--- config.mk ---
export PLATFORM = sky130hd
export DESIGN_NAME = p4bd_sync_sender
export DESIGN_NICKNAME = d
export VERILOG_FILES = /design/src/rtl/p4bd_sync_sender.sv
export SDC_FILE = /design/constraint.sdc
export NUM_CORES = 1
export LEC_CHECK = 0
export CAP_MARGIN = 20
export CORE_MARGIN = 3
export CORE_UTILIZATION = 54
export CTS_CLUSTER_DIAMETER = 60
export DETAILED_ROUTE_END_ITERATION = 8
export MAX_ROUTING_LAYER = met4
export PLACE_DENSITY = 0.86
export SLEW_MARGIN = 20
export SYNTH_ARGS = -nofsm -noshare
export SYNTH_HDL_FRONTEND = slang
export SYNTH_SLANG_ARGS = --single-unit
--- constraint.sdc ---
create_clock -name clk -period 2.8 [get_ports clk]
set_input_delay 0.7 -clock clk [delete_from_list [all_inputs] [get_ports clk]]
set_output_delay 0.7 -clock clk [all_outputs]
set_load 0.01 [all_outputs]
--- src/rtl/p4bd_sync_sender.sv ---
// p4bd_sync_sender: clocked source for a 4-phase bundled-data channel.
// Words enter through a valid/ready port and wait in a small FIFO. A
// four-state FSM then drives each one onto out_req/out_data as the
// handshake initiator. out_ack is asynchronous and passes through a flop
// chain before the FSM uses it.
// Optional feature: define P4BD_ACK_TIMEOUT_EN to add an ack watchdog that
// sets the sticky ack_err flag.
module p4bd_sync_sender #(
    parameter int DWIDTH      = 8,
    parameter int DEPTH       = 4,
    parameter int SYNC_STAGES = 2,
    parameter int TIMEOUT     = 255
) (
    input  logic                       clk,
    input  logic                       rst_n,
    input  logic                       in_valid,
    input  logic [DWIDTH-1:0]          in_data,
    output logic                       in_ready,
    output logic                       out_req,
    output logic [DWIDTH-1:0]          out_data,
    input  logic                       out_ack,
    output logic [$clog2(DEPTH):0]     count,
    output logic                       ack_err
);
    localparam int AW = $clog2(DEPTH);
    localparam int CW = AW + 1;

    // Elaboration-time parameter sanity checks
    if (DEPTH < 2 || (DEPTH & (DEPTH - 1)) != 0) begin : g_bad_depth
        $error("DEPTH must be a power of two >= 2");
    end
    if (SYNC_STAGES < 2) begin : g_bad_sync
        $error("SYNC_STAGES must be >= 2");
    end
    if (TIMEOUT < 1) begin : g_bad_timeout
        $error("TIMEOUT must be >= 1");
    end

    typedef enum logic [1:0] {IDLE, SETUP, REQ_HI, RTZ} state_t;

    logic [DWIDTH-1:0]      mem [DEPTH];
    logic [AW-1:0]          wr_ptr, rd_ptr;
    logic [SYNC_STAGES-1:0] sync_q;
    logic                   ack_s;
    logic                   avail;
    logic                   push, pop, load, req_d;
    state_t                 state, state_d;

    // in_ready depends only on registered count, so a pop never reaches it
    // combinationally.
    assign in_ready = (count != CW'(DEPTH));
    assign push     = in_valid && in_ready;
    assign ack_s    = sync_q[SYNC_STAGES-1];

    // FIFO storage. It has no reset because stale entries are unreachable
    // once the pointers clear.
    always_ff @(posedge clk) begin
        if (push) mem[wr_ptr] <= in_data;
    end

    // FIFO pointers and occupancy. Pointers wrap naturally modulo DEPTH.
    always_ff @(posedge clk or negedge rst_n) begin
        if (!rst_n) begin
            wr_ptr <= '0;
            rd_ptr <= '0;
            count  <= '0;
        end else begin
            if (push) wr_ptr <= wr_ptr + AW'(1);
            if (pop)  rd_ptr <= rd_ptr + AW'(1);
            case ({push, pop})
                2'b10:   count <= count + CW'(1);
                2'b01:   count <= count - CW'(1);
                default: count <= count;
            endcase
        end
    end

    // avail is a one-cycle-delayed "not empty" flag, so a fresh push reaches
    // the FSM one cycle later. After a pop the FSM spends at least two
    // cycles in SETUP/REQ_HI, so the lag never exposes a stale value.
    always_ff @(posedge clk or negedge rst_n) begin
        if (!rst_n) avail <= 1'b0;
        else        avail <= (count != '0);
    end

    // Synchronize the asynchronous acknowledge.
    always_ff @(posedge clk or negedge rst_n) begin
        if (!rst_n) sync_q <= '0;
        else        sync_q <= {sync_q[SYNC_STAGES-2:0], out_ack};
    end

    // FSM state register
    always_ff @(posedge clk or negedge rst_n) begin
        if (!rst_n) state <= IDLE;
        else        state <= state_d;
    end

    // FSM next state, pop/load strobes and next request level.
    // No new word starts while ack_s is still high, which also covers a
    // receiver that keeps ack asserted across a reset.
    always_comb begin
        state_d = state;
        pop     = 1'b0;
        load    = 1'b0;
        req_d   = 1'b0;
        case (state)
            IDLE: begin
                if (avail && !ack_s) begin
                    load    = 1'b1;
                    pop     = 1'b1;
                    state_d = SETUP;
                end
            end
            SETUP: begin
                req_d   = 1'b1;
                state_d = REQ_HI;
            end
            REQ_HI: begin
                if (ack_s) state_d = RTZ;
                else       req_d   = 1'b1;
            end
            RTZ: begin
                if (!ack_s) begin
                    if (avail) begin
                        load    = 1'b1;
                        pop     = 1'b1;
                        state_d = SETUP;
                    end else begin
                        state_d = IDLE;
                    end
                end
            end
            default: state_d = IDLE;
        endcase
    end

    // Registered channel outputs. out_data changes only when entering SETUP.
    always_ff @(posedge clk or negedge rst_n) begin
        if (!rst_n) begin
            out_req  <= 1'b0;
            out_data <= '0;
        end else begin
            out_req <= req_d;
            if (load) out_data <= mem[rd_ptr];
        end
    end

`ifdef P4BD_ACK_TIMEOUT_EN
    localparam int TW = $clog2(TIMEOUT + 1);

    logic [TW-1:0] wd_cnt;
    logic          waiting, wd_entry;

    assign waiting  = (state == REQ_HI) || (state == RTZ);
    assign wd_entry = (state_d != state) && ((state_d == REQ_HI) || (state_d == RTZ));

    // Watchdog counter. It restarts on entry to each waiting state and
    // saturates at TIMEOUT.
    always_ff @(posedge clk or negedge rst_n) begin
        if (!rst_n)                                    wd_cnt <= '0;
        else if (wd_entry)                             wd_cnt <= '0;
        else if (waiting && wd_cnt != TW'(TIMEOUT))    wd_cnt <= wd_cnt + TW'(1);
    end

    // Sticky error, set on the edge where the counter reaches TIMEOUT.
    always_ff @(posedge clk or negedge rst_n) begin
        if (!rst_n)                                                ack_err <= 1'b0;
        else if (waiting && !wd_entry && wd_cnt == TW'(TIMEOUT - 1)) ack_err <= 1'b1;
    end
`else
    assign ack_err = 1'b0;
`endif

endmodule

==> flow_metrics.env <==
export IMPL_status="completed"
export IMPL_drv_slew=0
export IMPL_dieHeight_um=69.84
export IMPL_p_comb_share_pct=37.1
export IMPL_synthesis_area_um2=2201
export IMPL_required_ns=2.10
export IMPL_power_switching_w=0.0008228
export IMPL_route_vias_total=1095
export IMPL_drive_gt1_share_pct=23.68
export IMPL_netlist_top_cells_area="edfxtp_1 (44%), dfrtp_1 (24%), mux4_2 (8.2%)"
export IMPL_switching_share_pct=30.85
export IMPL_cts_max_level=2
export IMPL_dp_hpwl_um=2453
export IMPL_crit_path_cell_trace="or3b_4 > clkdlybuf4s50_1"
export IMPL_fp_dieArea_um2=4878
export IMPL_finalNonFillerCells=200
export IMPL_initial_utilization_pct=57.94
export IMPL_fin_area_um2=2580
export IMPL_coreArea_um2=3799
export IMPL_clkPwrFrac_pct=15.5
export IMPL_clockRootBuffer="clkbuf_8"
export IMPL_yosysWarningCount=0
export IMPL_dp_cells=192
export IMPL_port_buffers=24
export IMPL_clock_sinks=53
export IMPL_worst_pin_slew_ns=0.5918
export IMPL_grt_ovfl_total=0
export IMPL_fmax_mhz=422.1
export IMPL_clockBufferDepth=2
export IMPL_min_period_ns=2.369
export IMPL_path_max_fanout=6
export IMPL_netlist_area_leader_share_pct=43.66
export IMPL_cts_tree="done"
export IMPL_maxSlewHeadroom_pct=60.54
export IMPL_yosys_register_bits=53
export IMPL_drt_first_iter_violations=82
export IMPL_final_setup_viol_count=0
export IMPL_final_common_cell="edfxtp_1"
export IMPL_tns_ns=0
export IMPL_syn_mean_instance_area_um2=18.04
export IMPL_mostFrequentLayoutCells="edfxtp_1 (32), clkdlybuf4s50_1 (24), dfrtp_1 (21), mux2_2 (10), ha_1 (10)"
export IMPL_clock_latency_ns=0.30
export IMPL_grt_pass1_vias=1222
export IMPL_drc_errors=0
export IMPL_cts_resized=0
export IMPL_io_pins=26
export IMPL_holdWs_ns=0.3585
export IMPL_antennaDiodeCount=0
export IMPL_rows=22
export IMPL_cpMaxStageDelayCell="clkdlybuf4s50_1"
export IMPL_finalCritPeriodShare_pct=84.61
export IMPL_ir_worst_vdd_mv=0.5640
export IMPL_first_pass_iters=4
export IMPL_crit_arrival_ns=1.67
export IMPL_antenna_left=0
export IMPL_clk_pin_slew_worst_paths_ns=0.08
export IMPL_rsz0062_at_grt="false"
export IMPL_syn_num_nets=145
export IMPL_hold_viol_final=0
export IMPL_postCtsSetupBuffers=0
export IMPL_grt_first_pass_wirelength_um=5837
export IMPL_wirelength_um=3409
export IMPL_ys_types=29
export IMPL_finClkSkew_ns=0.009661
export IMPL_cts_buffers=5
export IMPL_grt_usage_pct=15.96
export IMPL_routabilityCongestion=0.7495
export IMPL_min_path_type="register to register"
export IMPL_place_area_um2=2489
export IMPL_start_kind="register"
export IMPL_yosys_area_top_type="edfxtp_1"
export IMPL_leakagePower_nw=0.9956
export IMPL_grt_max_degree=22
export IMPL_cp_slowest_stage_delay_ns=0.49
export IMPL_viasPerCell=5.475
export IMPL_die_w_um=69.84
export IMPL_syn_inst=122
export IMPL_p_int_w=0.001844
export IMPL_wl_per_cell_um=17.05
export IMPL_area_growth_pct=17.23
export IMPL_antenna_found_initial=0
export IMPL_critPathKind="register to output pin"
export IMPL_cts_hold_buf=0
export IMPL_cp_end_kind="output pin"
export IMPL_seq_area_frac_synth_pct=67.54
export IMPL_fin_nets=174
export IMPL_maxCapViolCount=0
export IMPL_powerDensity_nw_per_um2=1034
export IMPL_rrSetupSlack_ns=0.50
export IMPL_sequentialPowerShare_pct=47.4
metal layers:
layer / track usage (%) / share of wire (%)
met1: 19.43 / 43
met2: 26.02 / 53
met3: 4.493 / 3.4
met4: 4.894 / 0.73
met5: - / 0
stage by stage:
stage          utilization [%]  power [W]  setup WS [ns]
3_5_place_dp             65.51   0.002295         0.2355
3_3_place_gp             65.51   0.002210         0.3230
6_report                 67.92   0.002667         0.4310
5_1_grt                  67.92   0.002847         0.3396
4_1_cts                  67.92   0.002704         0.4032
2_1_floorplan                -   0.001915         0.5721
final timing paths:
path / from / end / cells past startpoint
worst max-delay path: count[1]$_DFFE_PN0P_ / in_ready / 2
min in group asynchronous: rst_n / rd_ptr[0]$_DFFE_PN0P_ / 2
worst min-delay path: sync_q[0]$_DFF_PN0_ / sync_q[1]$_DFF_PN0_ / 0
worst min register to register: sync_q[0]$_DFF_PN0_ / sync_q[1]$_DFF_PN0_ / 0
max in group asynchronous: rst_n / wr_ptr[1]$_DFFE_PN0P_ / 2
worst max register to register: state[1]$_DFFE_PN0P_ / count[2]$_DFFE_PN0P_ / 10
state kept, by name, summed over array words and instances, names as in the netlist:
signal,count
out_data,8
rd_ptr,2
wr_ptr,2
avail,1
mem,32
sync_q,2
state,2
count,3
out_req,1
Yosys cell counts, drive strengths merged:
cell	n
mux4	8
a32oi	1
nand3b	2
and2	1
buf	3
dfrtp	21
a22o	1
a211oi	1
nand4b	1
and3	4
inv	6
nor2b	1
conb	1
xor2	1
or4b	1
xnor2	5
nand2b	1
mux2	11
o21a	1
fa	1
nor2	5
ha	10
edfxtp	32
clkbuf	1
or3	1
or3b	1
worst max-delay path: cells and delay by family (launching register included):
kind / cells / cell delay [ns]
buffers and inverters: 1 / 0.49
and+or+nand+nor: 1 / 0.45
DFF: 1 / 0.44
cell families after synthesis:
| kind of cell | after synthesis | share of synthesized area [%] |
|---|---|---|
| buffers and inverters | 10 | 2.274 |
| flip-flops | 53 | 67.54 |
| AO/OA/AOI/OAI | 4 | 1.479 |
| AND/OR/NAND/NOR | 18 | 5.572 |
| adder cells (fa/ha/maj) | 11 | 6.595 |
| other | 1 | 0.1704 |
| multiplexers | 19 | 13.98 |
| XOR/XNOR | 6 | 2.388 |
final cells by class:
class / count / area (µm²)
Sequential cell: 53 / 1486
Clock buffer: 5 / 68.82
Tap cell: 48 / 60.06
Timing Repair Buffer: 26 / 255.2
Inverter: 6 / 22.52
Clock inverter: 3 / 22.52
Fill cell: 242 / 1219
Multi-Input combinational cell: 59 / 664.4
power groups by stage:
| stage | registers [W] | clock network (W) | logic (W) |
|---|---|---|---|
| final | 0.00126 | 0.000413 | 0.000990 |
| after global routing | 0.00130 | 0.000464 | 0.00109 |
| after CTS | 0.00127 | 0.000425 | 0.00101 |
| after detailed placement | 0.00129 | 0 | 0.00101 |
| after global placement | 0.00127 | 0 | 0.000941 |
| after floorplan | 0.00123 | 0 | 0.000681 |
(Power assumes the default switching activity.)
